<file path="config.mk">
export PLATFORM = sky130hd
export DESIGN_NAME = bp_update_ctrl_flat
export DESIGN_NICKNAME = d
export VERILOG_FILES = /design/src/rtl/bp_update_ctrl_if.sv /design/src/rtl/bp_update_ctrl.sv /design/src/flat_wrapper.sv
export SDC_FILE = /design/constraint.sdc
export NUM_CORES = 1
export LEC_CHECK = 0
export ABC_AREA = 1
export BUFFER_PORTS_ARGS = -buffer_cell sky130_fd_sc_hd__buf_2
export CAP_MARGIN = 20
export CELL_PAD_IN_SITES_DETAIL_PLACEMENT = 0
export CELL_PAD_IN_SITES_GLOBAL_PLACEMENT = 1
export CORE_UTILIZATION = 49
export CTS_CLUSTER_DIAMETER = 200
export DETAILED_ROUTE_END_ITERATION = 12
export PLACE_DENSITY_LB_ADDON = 0.25
export SYNTH_ARGS = -nofsm -noshare
export SYNTH_HDL_FRONTEND = slang
export SYNTH_SLANG_ARGS = --single-unit
</file>
<file path="constraint.sdc">
create_clock -name clk -period 7.73 [get_ports clk]
set_input_delay 0.3865 -clock clk [delete_from_list [all_inputs] [get_ports clk]]
set_output_delay 0.3865 -clock clk [all_outputs]
set_load 0.05 [all_outputs]
</file>
<file path="src/rtl/bp_update_ctrl_if.sv">
`default_nettype none
// ============================================================================
//  Module      : bp_update_ctrl_if
//  Description : Bundle of the fetch-side prediction, decode-side resolution,
//                flush and BTB/BHT training signals of bp_update_ctrl.
//                The "slave" modport is the controller; "master" is the
//                fetch/decode/BTB environment around it.
//  Revision    : 1.0  initial release
// ============================================================================
interface bp_update_ctrl_if #(
  parameter int DEPTH = 4,
  parameter int IDX_W = 5
);
  localparam int OCC_W = $clog2(DEPTH) + 1;

  // Prediction records offered by fetch
  logic             pred_valid;
  logic [31:0]      pred_pc;
  logic [31:0]      pred_target;
  logic             pred_taken;
  logic [IDX_W-1:0] pred_idx;
  logic             pred_ready;

  // Resolution of the oldest branch from decode
  logic             res_valid;
  logic             res_taken;
  logic [31:0]      res_target;
  logic             res_ready;

  // Mispredict restart
  logic             flushbp;
  logic [31:0]      redirect_pc;

  // BTB/BHT training write
  logic             upd_valid;
  logic             upd_ready;
  logic [IDX_W-1:0] upd_idx;
  logic [31:0]      upd_pc;
  logic [31:0]      upd_target;
  logic             upd_taken;

  // Status
  logic [OCC_W-1:0] occupancy;
  logic             res_err;

  modport slave (
    input  pred_valid, pred_pc, pred_target, pred_taken, pred_idx,
    output pred_ready,
    input  res_valid, res_taken, res_target,
    output res_ready,
    output flushbp, redirect_pc,
    output upd_valid, upd_idx, upd_pc, upd_target, upd_taken,
    input  upd_ready,
    output occupancy, res_err
  );

  modport master (
    output pred_valid, pred_pc, pred_target, pred_taken, pred_idx,
    input  pred_ready,
    output res_valid, res_taken, res_target,
    input  res_ready,
    input  flushbp, redirect_pc,
    input  upd_valid, upd_idx, upd_pc, upd_target, upd_taken,
    output upd_ready,
    input  occupancy, res_err
  );
endinterface
`default_nettype wire

</file>
<file path="src/rtl/bp_update_ctrl.sv">
`default_nettype none
// ============================================================================
//  Module      : bp_update_ctrl
//  Description : In-flight branch prediction queue. Fetch pushes prediction
//                records; decode resolves the oldest one. A mispredict
//                flushes the queue and emits a one-cycle restart; every
//                resolved record produces one BTB/BHT training write.
//                Optional macro BP_PERF_CNT_EN adds saturating branch and
//                mispredict counters (br_cnt, mp_cnt).
//  Revision    : 1.0  initial release
// ============================================================================
module bp_update_ctrl #(
  parameter int DEPTH = 4,
  parameter int IDX_W = 5
) (
  input  logic              clk,
  input  logic              reset,
`ifdef BP_PERF_CNT_EN
  output logic [15:0]       br_cnt,
  output logic [15:0]       mp_cnt,
`endif
  bp_update_ctrl_if.slave   bus
);

  localparam int PTR_W = $clog2(DEPTH);
  localparam int OCC_W = PTR_W + 1;

  typedef enum logic [0:0] {
    ST_IDLE = 1'b0,
    ST_REQ  = 1'b1
  } state_t;

  // Queue storage (data only; validity is tracked by the pointers)
  logic [31:0]      r_q_pc     [DEPTH];
  logic [31:0]      r_q_target [DEPTH];
  logic             r_q_taken  [DEPTH];
  logic [IDX_W-1:0] r_q_idx    [DEPTH];

  logic [PTR_W-1:0] r_wr_ptr;
  logic [PTR_W-1:0] r_rd_ptr;
  logic [OCC_W-1:0] r_occ;

  state_t           r_state;
  logic             r_flush;
  logic [31:0]      r_redirect;
  logic             r_res_err;
  logic             r_upd_valid;
  logic [IDX_W-1:0] r_upd_idx;
  logic [31:0]      r_upd_pc;
  logic [31:0]      r_upd_target;
  logic             r_upd_taken;

  logic             w_pred_ready;
  logic             w_res_ready;
  logic             w_empty;
  logic             w_acc;
  logic             w_pop;
  logic             w_mp;
  logic             w_flush_now;
  logic             w_enq;
  logic [31:0]      w_head_pc;
  logic [31:0]      w_head_target;
  logic             w_head_taken;
  logic [IDX_W-1:0] w_head_idx;
  logic [31:0]      w_redirect;

  // Handshake decode. Enqueue sees only the occupancy at the start of the
  // cycle, so a simultaneous pop never frees a slot for the same cycle.
  assign w_pred_ready  = (r_occ < OCC_W'(DEPTH));
  assign w_res_ready   = (r_state == ST_IDLE);
  assign w_empty       = (r_occ == '0);
  assign w_acc         = bus.res_valid && w_res_ready;
  assign w_pop         = w_acc && !w_empty;

  assign w_head_pc     = r_q_pc[r_rd_ptr];
  assign w_head_target = r_q_target[r_rd_ptr];
  assign w_head_taken  = r_q_taken[r_rd_ptr];
  assign w_head_idx    = r_q_idx[r_rd_ptr];

  // A taken branch also mispredicts when it went somewhere other than the
  // predicted target; a not-taken resolution ignores the target.
  assign w_mp          = (w_head_taken != bus.res_taken) ||
                         (bus.res_taken && (w_head_target != bus.res_target));
  assign w_flush_now   = w_pop && w_mp;
  assign w_redirect    = bus.res_taken ? bus.res_target : (w_head_pc + 32'd4);

  // A record arriving in the same cycle as a flush is younger than the
  // mispredicted branch and is on the wrong path, so it is dropped.
  assign w_enq         = bus.pred_valid && w_pred_ready && !w_flush_now;

  assign bus.pred_ready  = w_pred_ready;
  assign bus.res_ready   = w_res_ready;
  assign bus.flushbp     = r_flush;
  assign bus.redirect_pc = r_redirect;
  assign bus.upd_valid   = r_upd_valid;
  assign bus.upd_idx     = r_upd_idx;
  assign bus.upd_pc      = r_upd_pc;
  assign bus.upd_target  = r_upd_target;
  assign bus.upd_taken   = r_upd_taken;
  assign bus.occupancy   = r_occ;
  assign bus.res_err     = r_res_err;

  // Record storage write at the tail slot
  always_ff @(posedge clk) begin
    if (w_enq) begin
      r_q_pc[r_wr_ptr]     <= bus.pred_pc;
      r_q_target[r_wr_ptr] <= bus.pred_target;
      r_q_taken[r_wr_ptr]  <= bus.pred_taken;
      r_q_idx[r_wr_ptr]    <= bus.pred_idx;
    end
  end

  // Update FSM, queue pointers, flush pulse and error flag
  always_ff @(posedge clk or posedge reset) begin
    if (reset) begin
      r_state      <= ST_IDLE;
      r_wr_ptr     <= '0;
      r_rd_ptr     <= '0;
      r_occ        <= '0;
      r_flush      <= 1'b0;
      r_redirect   <= '0;
      r_res_err    <= 1'b0;
      r_upd_valid  <= 1'b0;
      r_upd_idx    <= '0;
      r_upd_pc     <= '0;
      r_upd_target <= '0;
      r_upd_taken  <= 1'b0;
    end else begin
      r_flush <= 1'b0;

      if (w_acc && w_empty) begin
        r_res_err <= 1'b1;
      end

      case (r_state)
        ST_IDLE: begin
          if (w_pop) begin
            r_state      <= ST_REQ;
            r_upd_valid  <= 1'b1;
            r_upd_idx    <= w_head_idx;
            r_upd_pc     <= w_head_pc;
            r_upd_target <= bus.res_target;
            r_upd_taken  <= bus.res_taken;
          end
        end
        ST_REQ: begin
          if (bus.upd_ready) begin
            r_state     <= ST_IDLE;
            r_upd_valid <= 1'b0;
          end
        end
        default: begin
          r_state     <= ST_IDLE;
          r_upd_valid <= 1'b0;
        end
      endcase

      if (w_flush_now) begin
        // Drop every younger record; restart the ring from slot 0.
        r_flush    <= 1'b1;
        r_redirect <= w_redirect;
        r_wr_ptr   <= '0;
        r_rd_ptr   <= '0;
        r_occ      <= '0;
      end else begin
        if (w_pop) begin
          r_rd_ptr <= r_rd_ptr + PTR_W'(1);
        end
        if (w_enq) begin
          r_wr_ptr <= r_wr_ptr + PTR_W'(1);
        end
        case ({w_enq, w_pop})
          2'b10:   r_occ <= r_occ + OCC_W'(1);
          2'b01:   r_occ <= r_occ - OCC_W'(1);
          default: r_occ <= r_occ;
        endcase
      end
    end
  end

`ifdef BP_PERF_CNT_EN
  logic [15:0] r_br_cnt;
  logic [15:0] r_mp_cnt;

  // Saturating counts of resolved branches and of mispredicts
  always_ff @(posedge clk or posedge reset) begin
    if (reset) begin
      r_br_cnt <= '0;
      r_mp_cnt <= '0;
    end else begin
      if (w_pop && (r_br_cnt != 16'hFFFF)) begin
        r_br_cnt <= r_br_cnt + 16'd1;
      end
      if (w_flush_now && (r_mp_cnt != 16'hFFFF)) begin
        r_mp_cnt <= r_mp_cnt + 16'd1;
      end
    end
  end

  assign br_cnt = r_br_cnt;
  assign mp_cnt = r_mp_cnt;
`endif

endmodule
`default_nettype wire

</file>
<file path="src/flat_wrapper.sv">
// flat-port wrapper written by rule: the top's interface ports become plain ports
module bp_update_ctrl_flat 
#(
  parameter int DEPTH = 4,
  parameter int IDX_W = 5
)
  (clk, reset, bus_pred_valid, bus_pred_pc, bus_pred_target, bus_pred_taken, bus_pred_idx, bus_pred_ready, bus_res_valid, bus_res_taken, bus_res_target, bus_res_ready, bus_flushbp, bus_redirect_pc, bus_upd_valid, bus_upd_idx, bus_upd_pc, bus_upd_target, bus_upd_taken, bus_upd_ready, bus_occupancy, bus_res_err);
  bp_update_ctrl_if #(.DEPTH(DEPTH), .IDX_W(IDX_W)) bus_i ();
  input  logic clk;
  input  logic reset;
  input wire logic [$bits(bus_i.pred_valid)-1:0] bus_pred_valid;
  input wire logic [$bits(bus_i.pred_pc)-1:0] bus_pred_pc;
  input wire logic [$bits(bus_i.pred_target)-1:0] bus_pred_target;
  input wire logic [$bits(bus_i.pred_taken)-1:0] bus_pred_taken;
  input wire logic [$bits(bus_i.pred_idx)-1:0] bus_pred_idx;
  output wire logic [$bits(bus_i.pred_ready)-1:0] bus_pred_ready;
  input wire logic [$bits(bus_i.res_valid)-1:0] bus_res_valid;
  input wire logic [$bits(bus_i.res_taken)-1:0] bus_res_taken;
  input wire logic [$bits(bus_i.res_target)-1:0] bus_res_target;
  output wire logic [$bits(bus_i.res_ready)-1:0] bus_res_ready;
  output wire logic [$bits(bus_i.flushbp)-1:0] bus_flushbp;
  output wire logic [$bits(bus_i.redirect_pc)-1:0] bus_redirect_pc;
  output wire logic [$bits(bus_i.upd_valid)-1:0] bus_upd_valid;
  output wire logic [$bits(bus_i.upd_idx)-1:0] bus_upd_idx;
  output wire logic [$bits(bus_i.upd_pc)-1:0] bus_upd_pc;
  output wire logic [$bits(bus_i.upd_target)-1:0] bus_upd_target;
  output wire logic [$bits(bus_i.upd_taken)-1:0] bus_upd_taken;
  input wire logic [$bits(bus_i.upd_ready)-1:0] bus_upd_ready;
  output wire logic [$bits(bus_i.occupancy)-1:0] bus_occupancy;
  output wire logic [$bits(bus_i.res_err)-1:0] bus_res_err;
  assign bus_i.pred_valid = bus_pred_valid;
  assign bus_i.pred_pc = bus_pred_pc;
  assign bus_i.pred_target = bus_pred_target;
  assign bus_i.pred_taken = bus_pred_taken;
  assign bus_i.pred_idx = bus_pred_idx;
  assign bus_pred_ready = bus_i.pred_ready;
  assign bus_i.res_valid = bus_res_valid;
  assign bus_i.res_taken = bus_res_taken;
  assign bus_i.res_target = bus_res_target;
  assign bus_res_ready = bus_i.res_ready;
  assign bus_flushbp = bus_i.flushbp;
  assign bus_redirect_pc = bus_i.redirect_pc;
  assign bus_upd_valid = bus_i.upd_valid;
  assign bus_upd_idx = bus_i.upd_idx;
  assign bus_upd_pc = bus_i.upd_pc;
  assign bus_upd_target = bus_i.upd_target;
  assign bus_upd_taken = bus_i.upd_taken;
  assign bus_i.upd_ready = bus_upd_ready;
  assign bus_occupancy = bus_i.occupancy;
  assign bus_res_err = bus_i.res_err;
  bp_update_ctrl #(.DEPTH(DEPTH), .IDX_W(IDX_W)) u_core (.clk(clk), .reset(reset), .bus(bus_i));
endmodule
</file>
==> flow_summary.ini <==
[setup_path]
crit_path_start = u_core.r_rd_ptr[0]$_DFFE_PP0P_
cp_slowest_cell = nor2_4
cp.arrival_ns = 6.05
rr_endpoint = u_core.r_q_pc[1][30]$_DFFE_PP_
cp_cell_sequence = buf_4 > nand2_1 > nand3_1 > nand3_1 > nor2_1 > nand2_1 > nor2_1 > nand2_1 > nor2_1 > nand3_2 > nand2_2 > nand2_1 > nor2_4 > buf_4
rr_worst_depth = 14
setup.worst_path.class = reg2reg
max_stage_delay_ns = 0.92
required_ns = 7.91
critical_path.max_fanout = 83
endpoint = u_core.r_q_pc[1][30]$_DFFE_PP_
crit_path_end_kind = flop
cp-start-kind = flop
cpMostUsedCell = nand2_1
worstReg2RegStart = u_core.r_rd_ptr[0]$_DFFE_PP0P_
rrSetupSlack_ns = 1.87

[floorplanning]
start_util = 0.501
io_pins = 218
die_area_um2 = 35300
die_w_um = 188
rows = 67
die_y_um = 188
core_um2 = 33800

[power]
p_per_area_nw_per_um2 = 435
ir_drop_mv = 0.327
power_leakage_nw = 8.50

[synthesis]
ys_seq_elements = 393
syn_inst = 1659
synth.avg_cell_area_um2 = 10.2
seq_area_frac_synth = 0.664
yosysTopAreaCell = edfxtp_1
ys_types = 39
ys_warn_count = 0
synth_area_leaders = edfxtp_1, dfrtp_1, nand2_1
synth_top_area_frac = 0.497
syn_area_um2 = 16900
syn_nets = 1774

[grt]
overflow = 0
grt_start_max_net_pins = 143
grt_pass1_wl_mm = 67.2
grtUsageMet2 = 0.388
grt_pass1_vias = 11400
busiest_layer = met2
antenna_found_initial = 4
grt_usage = 0.251
grt_util_met1 = 0.364
grt_use_met3 = 0.0417

[clock_network]
clkSinkCount = 393
ctsResizeCount = 0
ctsRootBufferMaster = clkbuf_16
cts.clk_slew.worst_paths_ns = 0.06
cts_tree = built
cts_made_buffers = 40
postCtsSetupBuffers = 0
ctsLongestPathBuffers = 3
clkLatencyLatePin_ns = 0.53
h-tree-depth = 2
hold_buffers = 0

[outcome]
status = finished clean

[layout]
drive_gt1_frac = 0.179
layout.nets = 1974
regArea_um2 = 11200
syn_to_final_growth_pct = 15.4
multiInputGateArea_um2 = 4870
utilization = 0.578
fill_cells = 2950

[place]
dpl.hpwl_mm = 29.4
globalplace.congestion = 0.880
io_buffer_count = 217

[hold_path]
min_path_type = in2async

[sta]
finalClockSkew_ns = 0.0218
timing.fmax_mhz = 171
hold_violations = 0
tns_ns = 0
min_period_ns = 5.86
max_slew_margin = 0.305
maxSlewViolCount = 0
setup_viol = 0
fin_crit_sh = 0.759
grt_setup_unrepaired = false
worst_slew_pin_slew_ns = 1.04

[drt]
drtPass1Iterations = 5
ant_nets = 0
vias = 12200
routed_wl_mm = 44.0
routed_via_density = 5.23
drtIter0Drc = 1054
wl_per_cell_um = 18.8
drc = 0

[run]
maxCapViolations = 0
==> worst max-delay path: cells and delay by family (launching register included) <==
kind | cells | cell delay, ns
buffers and inverters | 2 | 1.26
DFF | 1 | 0.89
and+or+nand+nor | 12 | 3.30
==> worst min-delay path by stage <==
stage,startpoint,endpoint,slack [ns]
final,reset,u_core.bus.upd_pc[31]$_DFFE_PP0P_,0.07
after global routing,bus_pred_target[3],u_core.r_q_target[2][3]$_DFFE_PP_,0.06
after CTS,bus_pred_target[3],u_core.r_q_target[2][3]$_DFFE_PP_,0.05
after detailed placement,u_core.bus.upd_valid$_DFFE_PP0P_,u_core.bus.upd_valid$_DFFE_PP0P_,0.46
after global placement,u_core.bus.res_err$_DFFE_PP0P_,u_core.bus.res_err$_DFFE_PP0P_,0.46
after floorplan,bus_upd_ready,u_core.r_state$_DFF_PP0_,0.48
==> sequential cells by signal (all words and copies together), names as in the netlist <==
signal	flops
u_core.r_rd_ptr	2
u_core.bus.occupancy	3
u_core.r_state	1
u_core.bus.upd_taken	1
u_core.r_q_target	128
u_core.r_wr_ptr	2
u_core.bus.upd_valid	1
u_core.bus.redirect_pc	32
u_core.bus.upd_idx	5
u_core.r_q_pc	128
u_core.bus.res_err	1
u_core.bus.flushbp	1
u_core.r_q_taken	4
u_core.bus.upd_pc	32
u_core.bus.upd_target	32
u_core.r_q_idx	20
==> final cells by class <==
cell class	instances	share of cell area
Clock inverter	20	0.00795
Inverter	94	0.0187
Clock buffer	54	0.0581
Timing Repair Buffer	231	0.0610
Tap cell	448	0.0287
Sequential cell	393	0.576
Multi-Input combinational cell	1099	0.249
Antenna cell	2	0.000256
==> report_power, final <==
group          switching (mW)  internal [mW]
Sequential              0.266           2.79
Combinational            2.72          0.815
Clock                   0.791           1.10
==> per-stage QoR <==
stage                     setup slack (ns)  cells  instance area (um^2)  hold slack (ns)  power [mW]
after global routing                  1.37   2339                 19500           0.0551        8.98
after CTS                             1.83   2339                 19500           0.0502        8.52
after global placement                1.94   2265                 18200            0.456        6.59
after floorplan                       2.55   1659                 16900            0.483        5.74
final                                 1.87   2341                 19500           0.0652        8.48
after detailed placement              1.84   2265                 18200            0.461        6.63
==> cell families after synthesis <==
kind of cell | share of synthesized area
fa+ha+maj | 0.00562
xor+xnor | 0.00518
simple gates | 0.234
compound gates | 0.0405
buf+inv | 0.0502
flops | 0.664
==> per-layer routing <==
layer / up-vias / share of wire
li1: 5948 / -
met1: 5767 / 0.45
met2: 438 / 0.45
met3: 82 / 0.074
met4: 4 / 0.025
met5: - / 0.00036
==> cell usage in the layout (no fill, tap or decap), types with 2 or more instances in the layout <==
master,n
nor2_4,5
clkbuf_1,7
clkbuf_16,41
nand2_2,11
diode_2,2
nand4_1,17
a32o_1,2
clkinv_2,11
a21oi_1,8
a31oi_1,8
and2_1,3
inv_2,4
nand3_1,186
inv_4,2
buf_4,14
dfrtp_1,111
buf_2,217
nand3_2,2
inv_6,2
a22oi_1,2
o21ai_0,101
bufinv_16,2
o22ai_1,2
xor2_1,10
clkinv_1,6
nor2_2,12
edfxtp_1,280
nand2_1,617
o21ai_1,5
nor3_1,4
ha_1,6
clkbuf_8,6
nor2_1,91
inv_1,85
==> Yosys cell counts (all sizes together) <==
cell and n:
dfrtp 113, o22ai 2, inv 92, a32o 2, o21bai 1, o21ai 106, nand4 17, nand3 188
a21oi 9, nor3 5, clkinv 2, buf 51, xor2 10, nand2 629, ha 6, fa 1
nor2 109, edfxtp 280, a31oi 8, and2 3, clkbuf 22, a22oi 2, or2 1
No activity file was read; power rests on OpenSTA's default activity.
